===== src/rtl/window_map_gen_pkg.sv =====
// ---------------------------------------------------------------------------
// window_map_gen_pkg
// Shared video definitions for the window tile-map address generator:
//   win_state_t  - window sequencing states
//   DEF_BASE0/1  - default tile-map base addresses (map_sel = 0 / 1)
// ---------------------------------------------------------------------------
package window_map_gen_pkg;

   typedef enum logic [1:0] {
      IDLE   = 2'd0,   // no y-hit this frame
      ARMED  = 2'd1,   // y-hit seen, waiting for the x match
      ACTIVE = 2'd2,   // window owns pixels and fetches tiles
      DONE   = 2'd3    // window ended or disabled for the rest of the line
   } win_state_t;

   localparam logic [12:0] DEF_BASE0 = 13'h1800;
   localparam logic [12:0] DEF_BASE1 = 13'h1C00;

endpackage


===== src/rtl/window_addr_calc.sv =====
// ---------------------------------------------------------------------------
// window_addr_calc
// Combinational tile-map address composition and column advance.
//   map_sel     in  : selects BASE1 (1) or BASE0 (0)
//   row_raw     in  : window line / 8 (before vertical wrap)
//   tile_x      in  : current column
//   map_addr    out : base + (row << MAP_W_LOG2) + tile_x, ADDR_W bits
//   tile_x_next out : column after an ack (wraps, or saturates when CLAMP=1)
// ---------------------------------------------------------------------------
module window_addr_calc
   import window_map_gen_pkg::*;
#(
   parameter int                MAP_W_LOG2 = 5,
   parameter int                MAP_H_LOG2 = 5,
   parameter int                ADDR_W     = 13,
   parameter logic [ADDR_W-1:0] BASE0      = ADDR_W'(DEF_BASE0),
   parameter logic [ADDR_W-1:0] BASE1      = ADDR_W'(DEF_BASE1),
   parameter bit                CLAMP      = 1'b0
)(
   input  logic                  map_sel,
   input  logic [4:0]            row_raw,
   input  logic [MAP_W_LOG2-1:0] tile_x,
   output logic [ADDR_W-1:0]     map_addr,
   output logic [MAP_W_LOG2-1:0] tile_x_next
);

   logic [31:0]       row;
   logic [ADDR_W-1:0] base;

   always_comb begin
      // Vertical wrap: keep only MAP_H_LOG2 bits of the row index.
      row      = 32'(row_raw) & ((32'd1 << MAP_H_LOG2) - 32'd1);
      base     = map_sel ? BASE1 : BASE0;
      map_addr = base + ADDR_W'(row << MAP_W_LOG2) + ADDR_W'(tile_x);

      if (tile_x == {MAP_W_LOG2{1'b1}})
         tile_x_next = CLAMP ? tile_x : '0;
      else
         tile_x_next = tile_x + MAP_W_LOG2'(1);
   end

endmodule


===== src/rtl/window_map_gen.sv =====
// ---------------------------------------------------------------------------
// window_map_gen
// Window sequencer: detects the window's y/x start, counts window lines and
// issues tile-map addresses to the background fetcher.
//   clk2, reset_video2     : video clock, synchronous active-high reset
//   frame_start/line_start : vblank-end and line-begin pulses
//   px_valid, ly, px       : pixel advance strobe, current line and pixel x
//   win_en, wy, wx         : window enable and position
//   map_sel, fetch_req     : map base select, fetcher address request
//   win_active             : window owns the pixels (ACTIVE state)
//   win_trigger            : one-cycle pulse when the window starts
//   fetch_ack, map_addr    : address strobe and held tile-map address
//   win_fine, tile_x       : fine row inside the tile, current column
// ---------------------------------------------------------------------------
module window_map_gen
   import window_map_gen_pkg::*;
#(
   parameter int                MAP_W_LOG2 = 5,
   parameter int                MAP_H_LOG2 = 5,
   parameter int                ADDR_W     = 13,
   parameter logic [ADDR_W-1:0] BASE0      = ADDR_W'(DEF_BASE0),
   parameter logic [ADDR_W-1:0] BASE1      = ADDR_W'(DEF_BASE1),
   parameter int                WX_OFFSET  = 7,
   parameter bit                CLAMP      = 1'b0
)(
   input  logic                  clk2,
   input  logic                  reset_video2,
   input  logic                  frame_start,
   input  logic                  line_start,
   input  logic                  px_valid,
   input  logic [7:0]            ly,
   input  logic [7:0]            px,
   input  logic                  win_en,
   input  logic [7:0]            wy,
   input  logic [7:0]            wx,
   input  logic                  map_sel,
   input  logic                  fetch_req,
   output logic                  win_active,
   output logic                  win_trigger,
   output logic                  fetch_ack,
   output logic [ADDR_W-1:0]     map_addr,
   output logic [2:0]            win_fine,
   output logic [MAP_W_LOG2-1:0] tile_x
);

   win_state_t            state_q, state_d;
   logic                  yhit_q, yhit_set;
   logic                  was_active_q;
   logic [7:0]            win_line_q;
   logic [MAP_W_LOG2-1:0] tile_x_q, tile_x_next;
   logic [8:0]            px_sum;
   logic                  trig_cond, fetch_go;
   logic [ADDR_W-1:0]     addr_p0, addr_p1;
   logic                  vld_p1, trig_p1;

   assign yhit_set = win_en && (ly == wy);
   assign px_sum   = {1'b0, px} + 9'(WX_OFFSET);

   // Line and frame boundaries outrank both the trigger and a fetch, so a
   // request arriving with either is dropped rather than acked.
   assign trig_cond = (state_q == ARMED) && px_valid && win_en &&
                      (px_sum == {1'b0, wx}) && !line_start && !frame_start;
   assign fetch_go  = (state_q == ACTIVE) && fetch_req &&
                      !line_start && !frame_start;

   window_addr_calc #(
      .MAP_W_LOG2 (MAP_W_LOG2),
      .MAP_H_LOG2 (MAP_H_LOG2),
      .ADDR_W     (ADDR_W),
      .BASE0      (BASE0),
      .BASE1      (BASE1),
      .CLAMP      (CLAMP)
   ) u_addr_calc (
      .map_sel     (map_sel),
      .row_raw     (win_line_q[7:3]),
      .tile_x      (tile_x_q),
      .map_addr    (addr_p0),
      .tile_x_next (tile_x_next)
   );

   always_comb begin
      state_d    = state_q;
      win_active = 1'b0;
      if (frame_start) begin
         // A frame boundary that also opens a line may arm immediately.
         state_d = (line_start && (ly == wy)) ? ARMED : IDLE;
      end else if (line_start) begin
         state_d = (yhit_q || yhit_set) ? ARMED : IDLE;
      end else begin
         case (state_q)
            ARMED:   if (trig_cond) state_d = ACTIVE;
            ACTIVE:  if (!win_en)   state_d = DONE;
            default: state_d = state_q;
         endcase
      end
      win_active = (state_q == ACTIVE);
   end

   always_ff @(posedge clk2) begin
      if (reset_video2) begin
         state_q      <= IDLE;
         yhit_q       <= 1'b0;
         was_active_q <= 1'b0;
         win_line_q   <= '0;
         tile_x_q     <= '0;
         addr_p1      <= '0;
         vld_p1       <= 1'b0;
         trig_p1      <= 1'b0;
      end else begin
         state_q <= state_d;
         trig_p1 <= trig_cond;
         vld_p1  <= fetch_go;

         if (frame_start)   yhit_q <= yhit_set;
         else if (yhit_set) yhit_q <= 1'b1;

         // was_active_q remembers ACTIVE anywhere in the current line; the
         // line_start cycle itself still belongs to the previous line.
         if (frame_start) begin
            win_line_q   <= '0;
            was_active_q <= 1'b0;
         end else if (line_start) begin
            if (was_active_q || (state_q == ACTIVE))
               win_line_q <= win_line_q + 8'd1;
            was_active_q <= 1'b0;
         end else if (state_q == ACTIVE) begin
            was_active_q <= 1'b1;
         end

         if (trig_cond)     tile_x_q <= '0;
         else if (fetch_go) tile_x_q <= tile_x_next;

         // ---- stage p0 -> p1: address captured with the req-cycle map_sel
         if (fetch_go) addr_p1 <= addr_p0;
      end
   end

   assign win_trigger = trig_p1;
   assign fetch_ack   = vld_p1;
   assign map_addr    = addr_p1;
   assign win_fine    = win_line_q[2:0];
   assign tile_x      = tile_x_q;

endmodule


===== config.mk =====
export PLATFORM = sky130hd
export DESIGN_NAME = window_map_gen
export DESIGN_NICKNAME = d
export VERILOG_FILES = /design/src/rtl/window_map_gen_pkg.sv /design/src/rtl/window_addr_calc.sv /design/src/rtl/window_map_gen.sv
export SDC_FILE = /design/constraint.sdc
export NUM_CORES = 1
export LEC_CHECK = 0
export BUFFER_PORTS_ARGS = -buffer_cell sky130_fd_sc_hd__buf_2
export CORE_UTILIZATION = 45
export DETAILED_ROUTE_END_ITERATION = 10
export PLACE_DENSITY_LB_ADDON = 0.12
export REMOVE_ABC_BUFFERS = 1
export SYNTH_ARGS = -nofsm -noshare
export SYNTH_HDL_FRONTEND = slang
export SYNTH_HIERARCHICAL = 1
export SYNTH_SLANG_ARGS = --single-unit

===== constraint.sdc =====
create_clock -name clk2 -period 4.1 [get_ports clk2]
set_input_delay 0.41 -clock clk2 [delete_from_list [all_inputs] [get_ports clk2]]
set_output_delay 0.41 -clock clk2 [all_outputs]
set_load 0.01 [all_outputs]

Yosys cells after proc, flatten, opt, wreduce, memory -nomap -nowiden --
Cells that the tools add are included.
Cells by class: $add $sub $neg 5, equality and inequality tests 7, muxes and demuxes 11, reductions and logical operators 21
Operators by type and width (number):
- adder 13 x 10 -> 13 bit | 1
- adder 13 x 5 -> 13 bit | 1
- two-way mux 11 bit | 1
- logical AND 1 bit | 10
- adder 8 x 3 -> 9 bit, second input constant | 1
- == test 9 x 8 -> 1 bit | 1
- adder 8 x 1 -> 8 bit, second input constant | 1
- == test 8 bit | 1
- two-way mux 2 bit | 4
- inequality test 4 bit, second input constant | 2
- adder 5 x 1 -> 5 bit, second input constant | 1
- == test 5 bit, second input constant | 1
- two-way mux 5 bit | 1
- two-way mux 1 bit | 4
- case mux 2 bit (2 select lines) | 1
- nonzero test 4 bit | 1
- OR reduction 2 bit | 2
- AND reduction 3 bit | 1
- OR reduction 3 bit | 1
- == test 2 x 1 -> 1 bit, second input constant | 1
- == test 2 bit, second input constant | 1
- logical NOT 1 bit | 2
- logical OR 1 bit | 2
- AND reduction 2 bit | 1
- nonzero test 2 bit | 1
Storage, ports and cells: flip-flop bits (word level) 32, bits of input ports 40, output and inout bits 24, word-level logic and storage cells 52

Depth between registers and ports, before layout --
word-level depth 10, mapped depth 8, depth with buffers taken out 8

Modules after synthesis --
Netlist, hierarchy kept.
Modules (own cells, without submodules):
- window_map_gen | times used 1, cells each 202, area each 1682.9 µm², sequential area each 640.6 µm²
- window_addr_calc | times used 1, cells each 24, area each 185.2 µm², sequential area each 0.0 µm²

Worst setup path before layout --
OpenSTA, ideal clock, no wires.
kind input to register, start point input port px[0], end point register tile_x_q[0] (netlist: tile_x[0]), setup time 0.121 ns, data arrival time 1.884 ns, data required time 3.979 ns, path slack 2.096 ns, stages 8, path buffers 0, cell sequence inv_1 ha_1 nor2b_1 or4b_4 a31oi_4 o311ai_2 nand2b_1 a21oi_1
On the way: cells in the longest elaborated chain, start to end 6
Ends and longest elaborated chain:
- start, declared | line window_map_gen.sv:32 | input logic [7:0] px,
- adder 8 x 3 -> 9 bit | line window_map_gen.sv:57 | assign px_sum = {1'b0, px} + 9'(WX_OFFSET);
- == test 9 x 8 -> 1 bit | line window_map_gen.sv:62 | (px_sum == {1'b0, wx}) && !line_start && !frame_start;
- logical AND 1 bit | line window_map_gen.sv:61 | assign trig_cond = (state_q == ARMED) && px_valid && win_en &&
- logical AND 1 bit (2 in a row) | line window_map_gen.sv:62
- OR reduction 2 bit (no line)
- end signal, assigned | line window_map_gen.sv:131 | else if (fetch_go) tile_x_q <= tile_x_next;
- end, declared | line window_map_gen.sv:50 | logic [MAP_W_LOG2-1:0] tile_x_q, tile_x_next;
Every way passes these cells. A chain may end at the register's enable or synchronous reset.

Worst setup path after layout --
Ends and elaborated chain as after synthesis.

==> impl_metrics.json <==
{
  "status": "finished clean",
  "io_buffer_count": 63,
  "die_w_um": 66.4,
  "register_area_um2": 641,
  "syn_to_final_growth_pct": 18.6,
  "dp_hpwl_um": 2880,
  "synthMostInstantiatedCell": "nand2_1",
  "tightest_slew_ps": 743,
  "die_area_um2": 4410,
  "rsz0062_at_grt": "false",
  "place.gp.congestion": 0.777,
  "grt_max_degree": 22,
  "path_class": "in -> reg",
  "fin_crit_sh_pct": 50.6,
  "fmax_ghz": 0.482,
  "cts_root_buf": "clkbuf_8",
  "drc": 0,
  "r2r-start": "state_q[1]$_SDFFE_PP0P_",
  "final-setup-viol-count": 0,
  "tns_ps": 0,
  "placed_area_um2": 2110,
  "power.leakage_nw": 0.953,
  "power_density_nw_per_um2": 304,
  "yosys.cell_types.count": 42,
  "fp-row-count": 23,
  "viasPerCell": 5.02,
  "cts_buffers": 5,
  "clk_latency_ps": 280,
  "arrival_ps": 2240,
  "crit-reg2reg-capture": "tile_x[0]$_SDFFE_PP0P_",
  "clk_path_buf_depth": 2,
  "grt_usage_pct": 18.3,
  "yosysTopAreaCellShare_pct": 34.3,
  "path_clk_slew_ps": 60,
  "nets": 321,
  "core_um2": 4000,
  "fin_skew_ps": 1.46,
  "synth-edff-count": 0,
  "syn_inst": 226,
  "endpoint": "tile_x[0]$_SDFFE_PP0P_",
  "grt_antenna_before_repair": 0,
  "ant_nets": 0,
  "drt_wl_total_um": 3790,
  "cap_violations": 0,
  "post_cts_buffers": 0,
  "end_kind": "flip-flop",
  "slew_viol_final": 0,
  "postLayoutCellArea_um2": 2210,
  "synth.area.top_cells": "dfxtp_1, nand2_1, xor2_1, buf_4, a21oi_1",
  "cts_sinks": 32,
  "yosys_most_used_dff": "dfxtp_1",
  "whs_ps": 365,
  "crit_required_ps": 4270,
  "cp-start-kind": "input port",
  "htreeDepth": 2,
  "min_path_type": "in -> reg",
  "routedWlPerCell_um": 11.6,
  "critPathLaunch": "px[0]",
  "ir_drop_uv": 148,
  "die_h_um": 66.4,
  "yosysWarnings": 6,
  "synth_area_leader_cell": "dfxtp_1",
  "syn_area_per_cell_um2": 8.27,
  "syn_area_um2": 1870,
  "drive_gt1_share_pct": 29.3,
  "holdBufCountCts": 0,
  "relSlewSlack_pct": 50.3,
  "synth_common_cells": "nand2_1, dfxtp_1, a21oi_1",
  "num-fill-cells": 393,
  "yosys_register_bits": 32,
  "grt_pass1_wl_um": 6160,
  "postSynth.asyncResetShare_pct": 0,
  "yosysSeqAreaShare_pct": 34.3,
  "finalPower_mw": 0.673,
  "rrSetupSlack_ps": 2250,
  "min_period_ps": 2070,
  "r2r_cells": 8,
  "final_hold_viol_count": 0,
  "via_count": 1636,
  "drtIter0Drc": 72,
  "critPathMaxFanout": 5,
  "dr.pass1.iters": 4,
  "grt_overflow": 0,
  "diodes": 0,
  "grt_pass1_vias": 1430,
  "multi_input_area_um2": 1070,
  "io_pins": 64,
  "cts.repair.resized": 0,
  "initial_core_util_pct": 46.7,
  "cts_tree": "done"
}
[per-layer routing]
layer	global-route usage [%]	routed length, um
met5	0	0
met4	4.26	22
met3	5.69	196
met2	30.4	1710
met1	22.9	1860
[cell type report]
type / instances / area share (%)
tap: 50 / 2.82
clock inverter: 2 / 1.58
clock buffer: 6 / 3.28
timing repair buffer: 63 / 14.2
inverter: 5 / 0.847
sequential: 32 / 28.9
multi-input combinational: 168 / 48.3
[critical path: stages]
cell	delay [ps]
buf_2	130
inv_1	50
ha_1	170
nor2b_1	330
or4b_4	520
a31oi_4	200
o311ai_2	150
nand2b_1	200
a21oi_1	80
[power by group]
part | leakage, nW | internal, mW | switching (mW) | total [mW]
logic | 0.640 | 0.0308 | 0.0372 | 0.0681
clock network | 0.0552 | 0.180 | 0.114 | 0.295
registers | 0.258 | 0.311 | 0.0000305 | 0.311
total | 0.953 | 0.522 | 0.152 | 0.673
[worst min path at each step]
stage | depth (start not counted) | to | startpoint | slack (ps)
after floorplan | 2 | map_addr[9]$_SDFFE_PP0P_ | win_line_q[7]$_SDFFE_PP0P_ | 440
after global placement | 2 | map_addr[10]$_SDFFE_PP0P_ | map_addr[10]$_SDFFE_PP0P_ | 440
after detailed placement | 2 | map_addr[6]$_SDFFE_PP0P_ | map_addr[6]$_SDFFE_PP0P_ | 450
after CTS | 3 | map_addr[10]$_SDFFE_PP0P_ | map_sel | 360
after global routing | 3 | map_addr[10]$_SDFFE_PP0P_ | map_sel | 360
final | 3 | map_addr[10]$_SDFFE_PP0P_ | map_sel | 370
[cells in the final DEF (no fill, tap or decap), types with 3 or more instances in the layout]
master	n
nand4_1	3
inv_1	5
nor2_1	17
o21a_1	3
and3_1	3
buf_2	63
o21ai_0	5
nand2_1	43
xor2_1	18
clkbuf_8	5
ha_1	6
dfxtp_1	32
nand2b_1	3
xnor2_1	8
nor4_1	3
a21oi_1	21
nand3_1	5
[logic make-up (layout without fill, tap and decap cells)]
kind of cell               count (synthesis)  count (layout)  synth area share [%]
AOI/OAI and AO/OA                         38              38                  14.3
xor gates and xnor gates                  26              26                  12.2
adders and majority gates                  6               6                  4.02
buffers and inverters                     27              76                  8.64
DFF                                       32              32                  34.3
muxes                                      3               3                  1.88
other                                      1               2                 0.201
and+or+nand+nor                           93              93                  24.4
[per-stage QoR]
step,setup slack [ps],std cells,utilization [%]
2_1_floorplan,2100,205,-
3_5_place_dp,1770,318,52.7
5_1_grt,1900,326,55.4
3_3_place_gp,1810,318,52.7
4_1_cts,2060,326,55.4
6_report,2030,326,55.4
[registers in the layout (all words and copies together) (netlist names)]
name and flops:
map_addr 13, tile_x 5, was_active_q 1, fetch_ack 1
state_q 2, win_line_q 8, yhit_q 1, win_trigger 1
Power figures use the tool's default switching activity.
